==> config.mk <==
export PLATFORM = sky130hd
export DESIGN_NAME = latch_ex_mem
export DESIGN_NICKNAME = d
export VERILOG_FILES = /design/src/rtl/latch_ex_mem_pkg.sv /design/src/rtl/latch_ex_mem.sv
export SDC_FILE = /design/constraint.sdc
export NUM_CORES = 1
export LEC_CHECK = 0
export ABC_CLOCK_PERIOD_IN_PS = 1730
export CAP_MARGIN = 20
export CORE_ASPECT_RATIO = 0.9
export CORE_MARGIN = 4
export CORE_UTILIZATION = 35
export DETAILED_ROUTE_END_ITERATION = 8
export GPL_ROUTABILITY_DRIVEN = 0
export HOLD_SLACK_MARGIN = 0.06
export MAX_ROUTING_LAYER = met4
export PLACE_DENSITY = 0.73
export SLEW_MARGIN = 20
export SYNTH_ARGS = -nofsm -noshare
export SYNTH_HDL_FRONTEND = slang
export SYNTH_SLANG_ARGS = --single-unit
==> constraint.sdc <==
create_clock -name i_clk -period 1.73 [get_ports i_clk]
set_clock_uncertainty 0.1 [all_clocks]
set_input_delay 0.173 -clock i_clk [delete_from_list [all_inputs] [get_ports i_clk]]
set_output_delay 0.173 -clock i_clk [all_outputs]
set_load 0.05 [all_outputs]
==> src/rtl/latch_ex_mem_pkg.sv <==
// rtl/latch_ex_mem_pkg.sv - core-wide pipeline-latch encodings and control bundle
// Shared by the ID/EX, EX/MEM and MEM/WB latches.
package latch_ex_mem_pkg;

  localparam logic [1:0] MEM_SIZE_BYTE = 2'b00;
  localparam logic [1:0] MEM_SIZE_HALF = 2'b01;
  localparam logic [1:0] MEM_SIZE_WORD = 2'b11;

  typedef struct packed {
    logic       reg_write;
    logic       mem_read;
    logic       mem_write;
    logic       mem_to_reg;
    logic [1:0] mem_size;
    logic       mem_unsigned;
  } ctl_bundle_t;

  localparam ctl_bundle_t CTL_BUBBLE = '0;

  // The unused 10 encoding is folded onto word so downstream decoders see three values only.
  function automatic logic [1:0] normalise_mem_size(input logic [1:0] size);
    return (size == 2'b10) ? MEM_SIZE_WORD : size;
  endfunction

endpackage

==> src/rtl/latch_ex_mem.sv <==
// rtl/latch_ex_mem.sv - EX/MEM pipeline register with bubble insertion and halt-drain tracking
// Feeds the memory stage and the forwarding unit; frozen while the debug unit holds i_enable low.
module latch_ex_mem
  import latch_ex_mem_pkg::*;
#(
  parameter int BITS_SIZE = 32,
  parameter int BITS_REGS = 5
) (
  input  logic                 i_clk,
  input  logic                 i_reset,
  input  logic                 i_enable,
  input  logic                 i_flush,
  input  logic                 i_valid,
  input  logic [BITS_SIZE-1:0] i_alu_result,
  input  logic [BITS_SIZE-1:0] i_store_data,
  input  logic [BITS_REGS-1:0] i_mux_register_rd,
  input  logic                 i_ctl_reg_write,
  input  logic                 i_ctl_mem_read,
  input  logic                 i_ctl_mem_write,
  input  logic                 i_ctl_mem_to_reg,
  input  logic [1:0]           i_ctl_mem_size,
  input  logic                 i_ctl_mem_unsigned,
  input  logic                 i_halt,
  output logic                 o_valid,
  output logic [BITS_SIZE-1:0] o_alu_result,
  output logic [BITS_SIZE-1:0] o_store_data,
  output logic [BITS_REGS-1:0] o_register_rd,
  output logic                 o_ctl_reg_write,
  output logic                 o_ctl_mem_read,
  output logic                 o_ctl_mem_write,
  output logic                 o_ctl_mem_to_reg,
  output logic [1:0]           o_ctl_mem_size,
  output logic                 o_ctl_mem_unsigned,
  output logic                 o_halt,
  output logic                 o_halt_drained
);

  logic                 r_valid;
  logic [BITS_SIZE-1:0] r_alu_result;
  logic [BITS_SIZE-1:0] r_store_data;
  logic [BITS_REGS-1:0] r_register_rd;
  ctl_bundle_t          r_ctl;
  logic                 r_halt;
  logic [1:0]           r_drain_cnt;
  logic                 r_halt_drained;

  ctl_bundle_t          w_ctl;
  logic                 w_conflict;
  logic                 w_halt_capture;

  always_comb begin
    w_conflict         = i_ctl_mem_read & i_ctl_mem_write;
    w_ctl              = CTL_BUBBLE;
    // Writes to $zero are dropped here so the forwarding unit never matches register 0.
    w_ctl.reg_write    = i_valid & i_ctl_reg_write & (i_mux_register_rd != '0);
    w_ctl.mem_read     = i_valid & i_ctl_mem_read & ~w_conflict;
    w_ctl.mem_write    = i_valid & i_ctl_mem_write & ~w_conflict;
    w_ctl.mem_to_reg   = i_valid & i_ctl_mem_to_reg;
    w_ctl.mem_size     = {2{i_valid}} & normalise_mem_size(i_ctl_mem_size);
    w_ctl.mem_unsigned = i_valid & i_ctl_mem_unsigned;
    w_halt_capture     = i_valid & i_halt & ~i_flush;
  end

  always_ff @(posedge i_clk) begin
    if (i_reset) begin
      r_valid        <= 1'b0;
      r_alu_result   <= '0;
      r_store_data   <= '0;
      r_register_rd  <= '0;
      r_ctl          <= CTL_BUBBLE;
      r_halt         <= 1'b0;
      r_drain_cnt    <= 2'd0;
      r_halt_drained <= 1'b0;
    end else if (i_enable) begin
      if (i_flush) begin
        r_valid       <= 1'b0;
        r_alu_result  <= '0;
        r_store_data  <= '0;
        r_register_rd <= '0;
        r_ctl         <= CTL_BUBBLE;
        r_halt        <= 1'b0;
      end else begin
        r_valid       <= i_valid;
        r_alu_result  <= i_alu_result;
        r_store_data  <= i_store_data;
        r_register_rd <= i_mux_register_rd;
        r_ctl         <= w_ctl;
        r_halt        <= i_valid & i_halt;
      end

      // Two further enabled edges after capture cover HALT's trip through MEM and WB.
      if (w_halt_capture) begin
        r_drain_cnt <= 2'd2;
      end else if (r_drain_cnt != 2'd0) begin
        r_drain_cnt <= r_drain_cnt - 2'd1;
        if (r_drain_cnt == 2'd1) begin
          r_halt_drained <= 1'b1;
        end
      end
    end
  end

  assign o_valid            = r_valid;
  assign o_alu_result       = r_alu_result;
  assign o_store_data       = r_store_data;
  assign o_register_rd      = r_register_rd;
  assign o_ctl_reg_write    = r_ctl.reg_write;
  assign o_ctl_mem_read     = r_ctl.mem_read;
  assign o_ctl_mem_write    = r_ctl.mem_write;
  assign o_ctl_mem_to_reg   = r_ctl.mem_to_reg;
  assign o_ctl_mem_size     = r_ctl.mem_size;
  assign o_ctl_mem_unsigned = r_ctl.mem_unsigned;
  assign o_halt             = r_halt;
  assign o_halt_drained     = r_halt_drained;

endmodule

==> Word-level counts from Yosys, hierarchy flattened <==
Cells that the tools add are included.
{ "word_totals": {"latchBits": 0, "word_cells": 45, "output_inout_bits": 79, "n_memories": 0, "in_bits": 82, "rom_bits": 0, "ram_bits": 0, "register_bits": 81} }
{ "classes": {"reduce_logical": 5, "bitwise_logic": 15, "n_eq_ne": 2, "multipliers": 0, "shift": 0, "n_mux": 9, "addsub": 1, "order_cmp": 0, "div_mod_pow": 0} }
{ "ops": {"columns": ["operator", "n"], "rows": [
  ["$mux 32", 2],
  ["$and 1x1->1", 11],
  ["$mux 7", 1],
  ["$mux 2", 3],
  ["$mux 5", 1],
  ["$reduce_bool 5->1", 1],
  ["$reduce_and 4->1", 1],
  ["$reduce_bool 2->1", 2],
  ["$not 1->1", 3],
  ["$and 2x2->2", 1],
  ["$eq 2x1->1 const B", 1],
  ["$eq 2x2->1 const B", 1],
  ["$mux 1", 2],
  ["$reduce_and 2->1", 1],
  ["$sub 2x1->2 const B", 1]
]} }

==> Depth between registers and ports, before layout <==
{ "depth": {"word_depth": 4, "mapped_depth": 6, "depth_no_buf": 5} }

==> Worst setup path after synthesis <==
Ideal clock, no wire load.
{ "synth_timing": {"path_type": "reg-to-reg", "start": "reg r_drain_cnt[0]", "end": "reg r_drain_cnt[1]", "n_path_buf": 0, "setup_slack_ps": 465, "required_time_ps": 1539, "setup_ps": 91, "synth_period_minus_slack_ps": 1265, "stages_incl_launch_ff": 6, "t_arrival_ps": 1074, "cell_sequence": "dfxtp_1 -> inv_1 -> ha_1 -> nand2b_1 -> and3_1 -> a311oi_1"} }
{ "synth_between": {"elab_chain_cells": 3, "word_cells_on_any_way": 6, "classes_between": "add/sub: 1; mux: 2; reduce/logical: 3"} }
{ "synth_rtl": {"columns": ["element", "line", "rtl"], "rows": [
  ["start, declared", "latch_ex_mem.sv:44", "logic [1:0] r_drain_cnt;"],
  ["start signal, assigned", "latch_ex_mem.sv:95", "r_drain_cnt <= r_drain_cnt - 2'd1;"],
  ["$sub 2x1->2 or $reduce_bool 2->1 (tied branches)", "latch_ex_mem.sv:95, latch_ex_mem.sv:94", null],
  ["$mux 2 or $reduce_bool 2->1 (tied branches)", null, null],
  ["$mux 2 or $reduce_and 2->1 (tied branches)", null, null]
]} }
Several ways; a longest one is shown, not always the timed one. The select of a mux whose other input is x is not followed.
A chain may end at the register's enable or synchronous reset.

==> Worst setup path after layout <==
Same ends and word-level chain as after synthesis.

==> flow_metrics.tcl <==
set metrics [dict create \
    status "complete, no violations" \
    cts_hold_buf 0 \
    start_util 0.364 \
    end_kind "flop" \
    relSlewSlack 0.765 \
    utilization 0.575 \
    cts_tree "done" \
    rr_worst_depth 5 \
    viasPerCell 4.93 \
    initialDrtViolationCount 66 \
    crit_buf_inv 1 \
    cpMaxStageDelayCell "dfxtp_1" \
    rows 31 \
    hold_viol_final 0 \
    portBuffers 160 \
    maxCapViolCount 0 \
    pwr_density_cell_mw_per_mm2 913 \
    p_sw_frac 0.273 \
    net-switching-power_mw 1.17 \
    path_cells "inv_1, ha_1, nand2b_1, and3_1, a311oi_1" \
    cts-root-buf "clkbuf_8" \
    final_antenna_net_count 0 \
    wl_per_cell_um 15.2 \
    drc 0 \
    antenna_found_initial 0 \
    grt_max_degree 51 \
    finalSetupViolCount 0 \
    ys_ff_latch 81 \
    worstPathArrival_ns 1.55 \
    wirelength_um 8310 \
    antenna_cells 0 \
    p_int_mw 3.11 \
    cp_top_family "simple AND/OR/NAND/NOR gates" \
    min-delay-start "i_reset" \
    fp.dieH_um 95.3 \
    hold_end "o_store_data[17]$_SDFFE_PP0P_" \
    drive_above_1_share 0.327 \
    die_w_um 105 \
    met2_usage 0.263 \
    ys_types 32 \
    busiest_layer "met2" \
    yosysMostFrequentCell "dfxtp_1" \
    fin_nets 528 \
    cts_max_level 3 \
    avgSynthCellArea_um2 10.3 \
    grt_overflow 0 \
    ys_seq_area_frac 0.547 \
    dr_total_vias 2704 \
    async_reset_ff_frac 0 \
    synthTopCellsByCount "dfxtp_1 (81), nor2_1 (56), a22oi_1 (51), a22oi_2 (20), nor2_2 (20)" \
    clkPwrFrac 0.346 \
    grtUsageMet1 0.203 \
    synth_edf_count 0 \
    finalCritPeriodShare 0.801 \
    dieArea_mm2 0.0100 \
    postCtsSetupRepairBufs 0 \
    areaGrowthSynthToFinish_pct 58.1 \
    finalMaxSlewViolations 0 \
    syn_inst 288 \
    cts_num_sinks 81 \
    rsz0062_at_grt "false" \
    period_needed_ns 1.39 \
    hold_path.class "primary input to flop" \
    ir_drop_mv 0.478 \
    netlist_area_mm2 0.00296 \
    grt_usage 0.169 \
    cts_resized 0 \
    combPwrFrac 0.192 \
    drtPass1Iterations 4 \
    crit_type "flop to flop" \
    crit_path_max_incr_delay_ns 0.34 \
    grt_pass1_wl_um 13200 \
    synth.area.top_cells "dfxtp_1 (55%), a22oi_1 (13%), a22oi_2 (8.4%)" \
    fmax_ghz 0.721 \
    setup-tns-final_ns 0 \
    numCtsBuffers 9 \
    r2r_setup_slack_ns 0.34 \
    clk_path_buf_depth 2 \
    io_pins 161 \
    startpoint_type "flop" \
    worst_ep_required_time_ns 1.89 \
    worstMarginPinSlew_ns 0.352 \
    clk_pin_slew_ns 0.08 \
    reg2reg_from "r_drain_cnt[0]$_SDFFE_PP0P_" \
    syn_nets 372 \
    whs_path_depth 2 \
    yosysTopAreaCell "dfxtp_1" \
    met3_usage 0.0677 \
    clock_latency_ns 0.35 \
    yosys.area.top_type_share 0.547 \
    crit_fanout 3 \
    p_seq_frac 0.462 \
    core_area_mm2 0.00815 \
    p_leak_nw 1.91 \
    first_global_vias 2745 \
    synthFlopType "dfxtp_1" \
    synth_warnings 0 \
    dp_hpwl_um 6020 \
    r2r_end "r_drain_cnt[1]$_SDFFE_PP0P_" \
]
[worst reg2reg max path, cell delays in order (launching register included)]
cell      delay [ns]
dfxtp_1         0.34
inv_1           0.07
ha_1            0.22
nand2b_1        0.17
and3_1          0.18
a311oi_1        0.22
[cell usage in the layout (no fill, tap or decap), types with 4 or more instances in the layout]
cell / instances
nor2_2: 20
clkdlybuf4s50_1: 80
nor2_1: 56
inv_1: 4
buf_4: 85
a22oi_1: 51
dfxtp_1: 81
buf_12: 5
nand2_1: 5
clkbuf_8: 9
a22oi_2: 20
a21oi_1: 5
[area by class of cell]
type	count	area (um2)
Fill cell	740	3460
Sequential cell	81	1620
Multi-Input combinational cell	176	1160
Tap cell	99	124
Inverter	5	18.8
Timing Repair Buffer	171	1540
Clock buffer	11	131
Clock inverter	5	80.1
[logic make-up after synthesis]
group	share of synthesized area
buffers and inverters	0.0604
AND/OR/NAND/NOR	0.144
adder cells (fa/ha/maj)	0.00844
flip-flops	0.547
AO/OA/AOI/OAI	0.240
[layer usage]
layer	wire length, um	part of all wire
met4	102	0.012
met3	747	0.090
met2	3920	0.47
met1	3540	0.43
met5	0	0
[power groups by stage]
| stage | Clock [mW] | Sequential, mW | Combinational, mW |
|---|---|---|---|
| CTS | 1.53 | 1.98 | 0.828 |
| global route | 1.59 | 1.98 | 0.877 |
| detailed placement | 0 | 2.02 | 0.826 |
| finish | 1.48 | 1.98 | 0.821 |
| floorplan | 0 | 2.25 | 0.235 |
| global placement | 0 | 2.02 | 0.814 |
[worst max path at each step]
stage / from / cells after the start / end / slack, ns
floorplan: r_drain_cnt[0]$_SDFFE_PP0P_ / 5 / r_drain_cnt[1]$_SDFFE_PP0P_ / 0.47
global placement: i_enable / 5 / o_alu_result[22]$_SDFFE_PP0P_ / 0.12
CTS: r_drain_cnt[0]$_SDFFE_PP0P_ / 5 / r_drain_cnt[1]$_SDFFE_PP0P_ / 0.33
finish: r_drain_cnt[0]$_SDFFE_PP0P_ / 5 / r_drain_cnt[1]$_SDFFE_PP0P_ / 0.34
detailed placement: i_flush / 5 / o_alu_result[4]$_SDFFE_PP0P_ / 0.06
global route: r_drain_cnt[0]$_SDFFE_PP0P_ / 5 / r_drain_cnt[1]$_SDFFE_PP0P_ / 0.21
[per-stage QoR]
stage	power, mW	hold WS (ns)	cells	setup WS, ns	cell area, um2
after global routing	4.45	0.105	548	0.205	4680
after detailed placement	2.84	0.368	532	0.0583	4470
after CTS	4.33	0.0914	548	0.330	4680
after global placement	2.83	0.359	532	0.116	4470
final	4.28	0.108	548	0.344	4680
after floorplan	2.48	0.201	288	0.465	2960
Power figures use the tool's default switching activity.
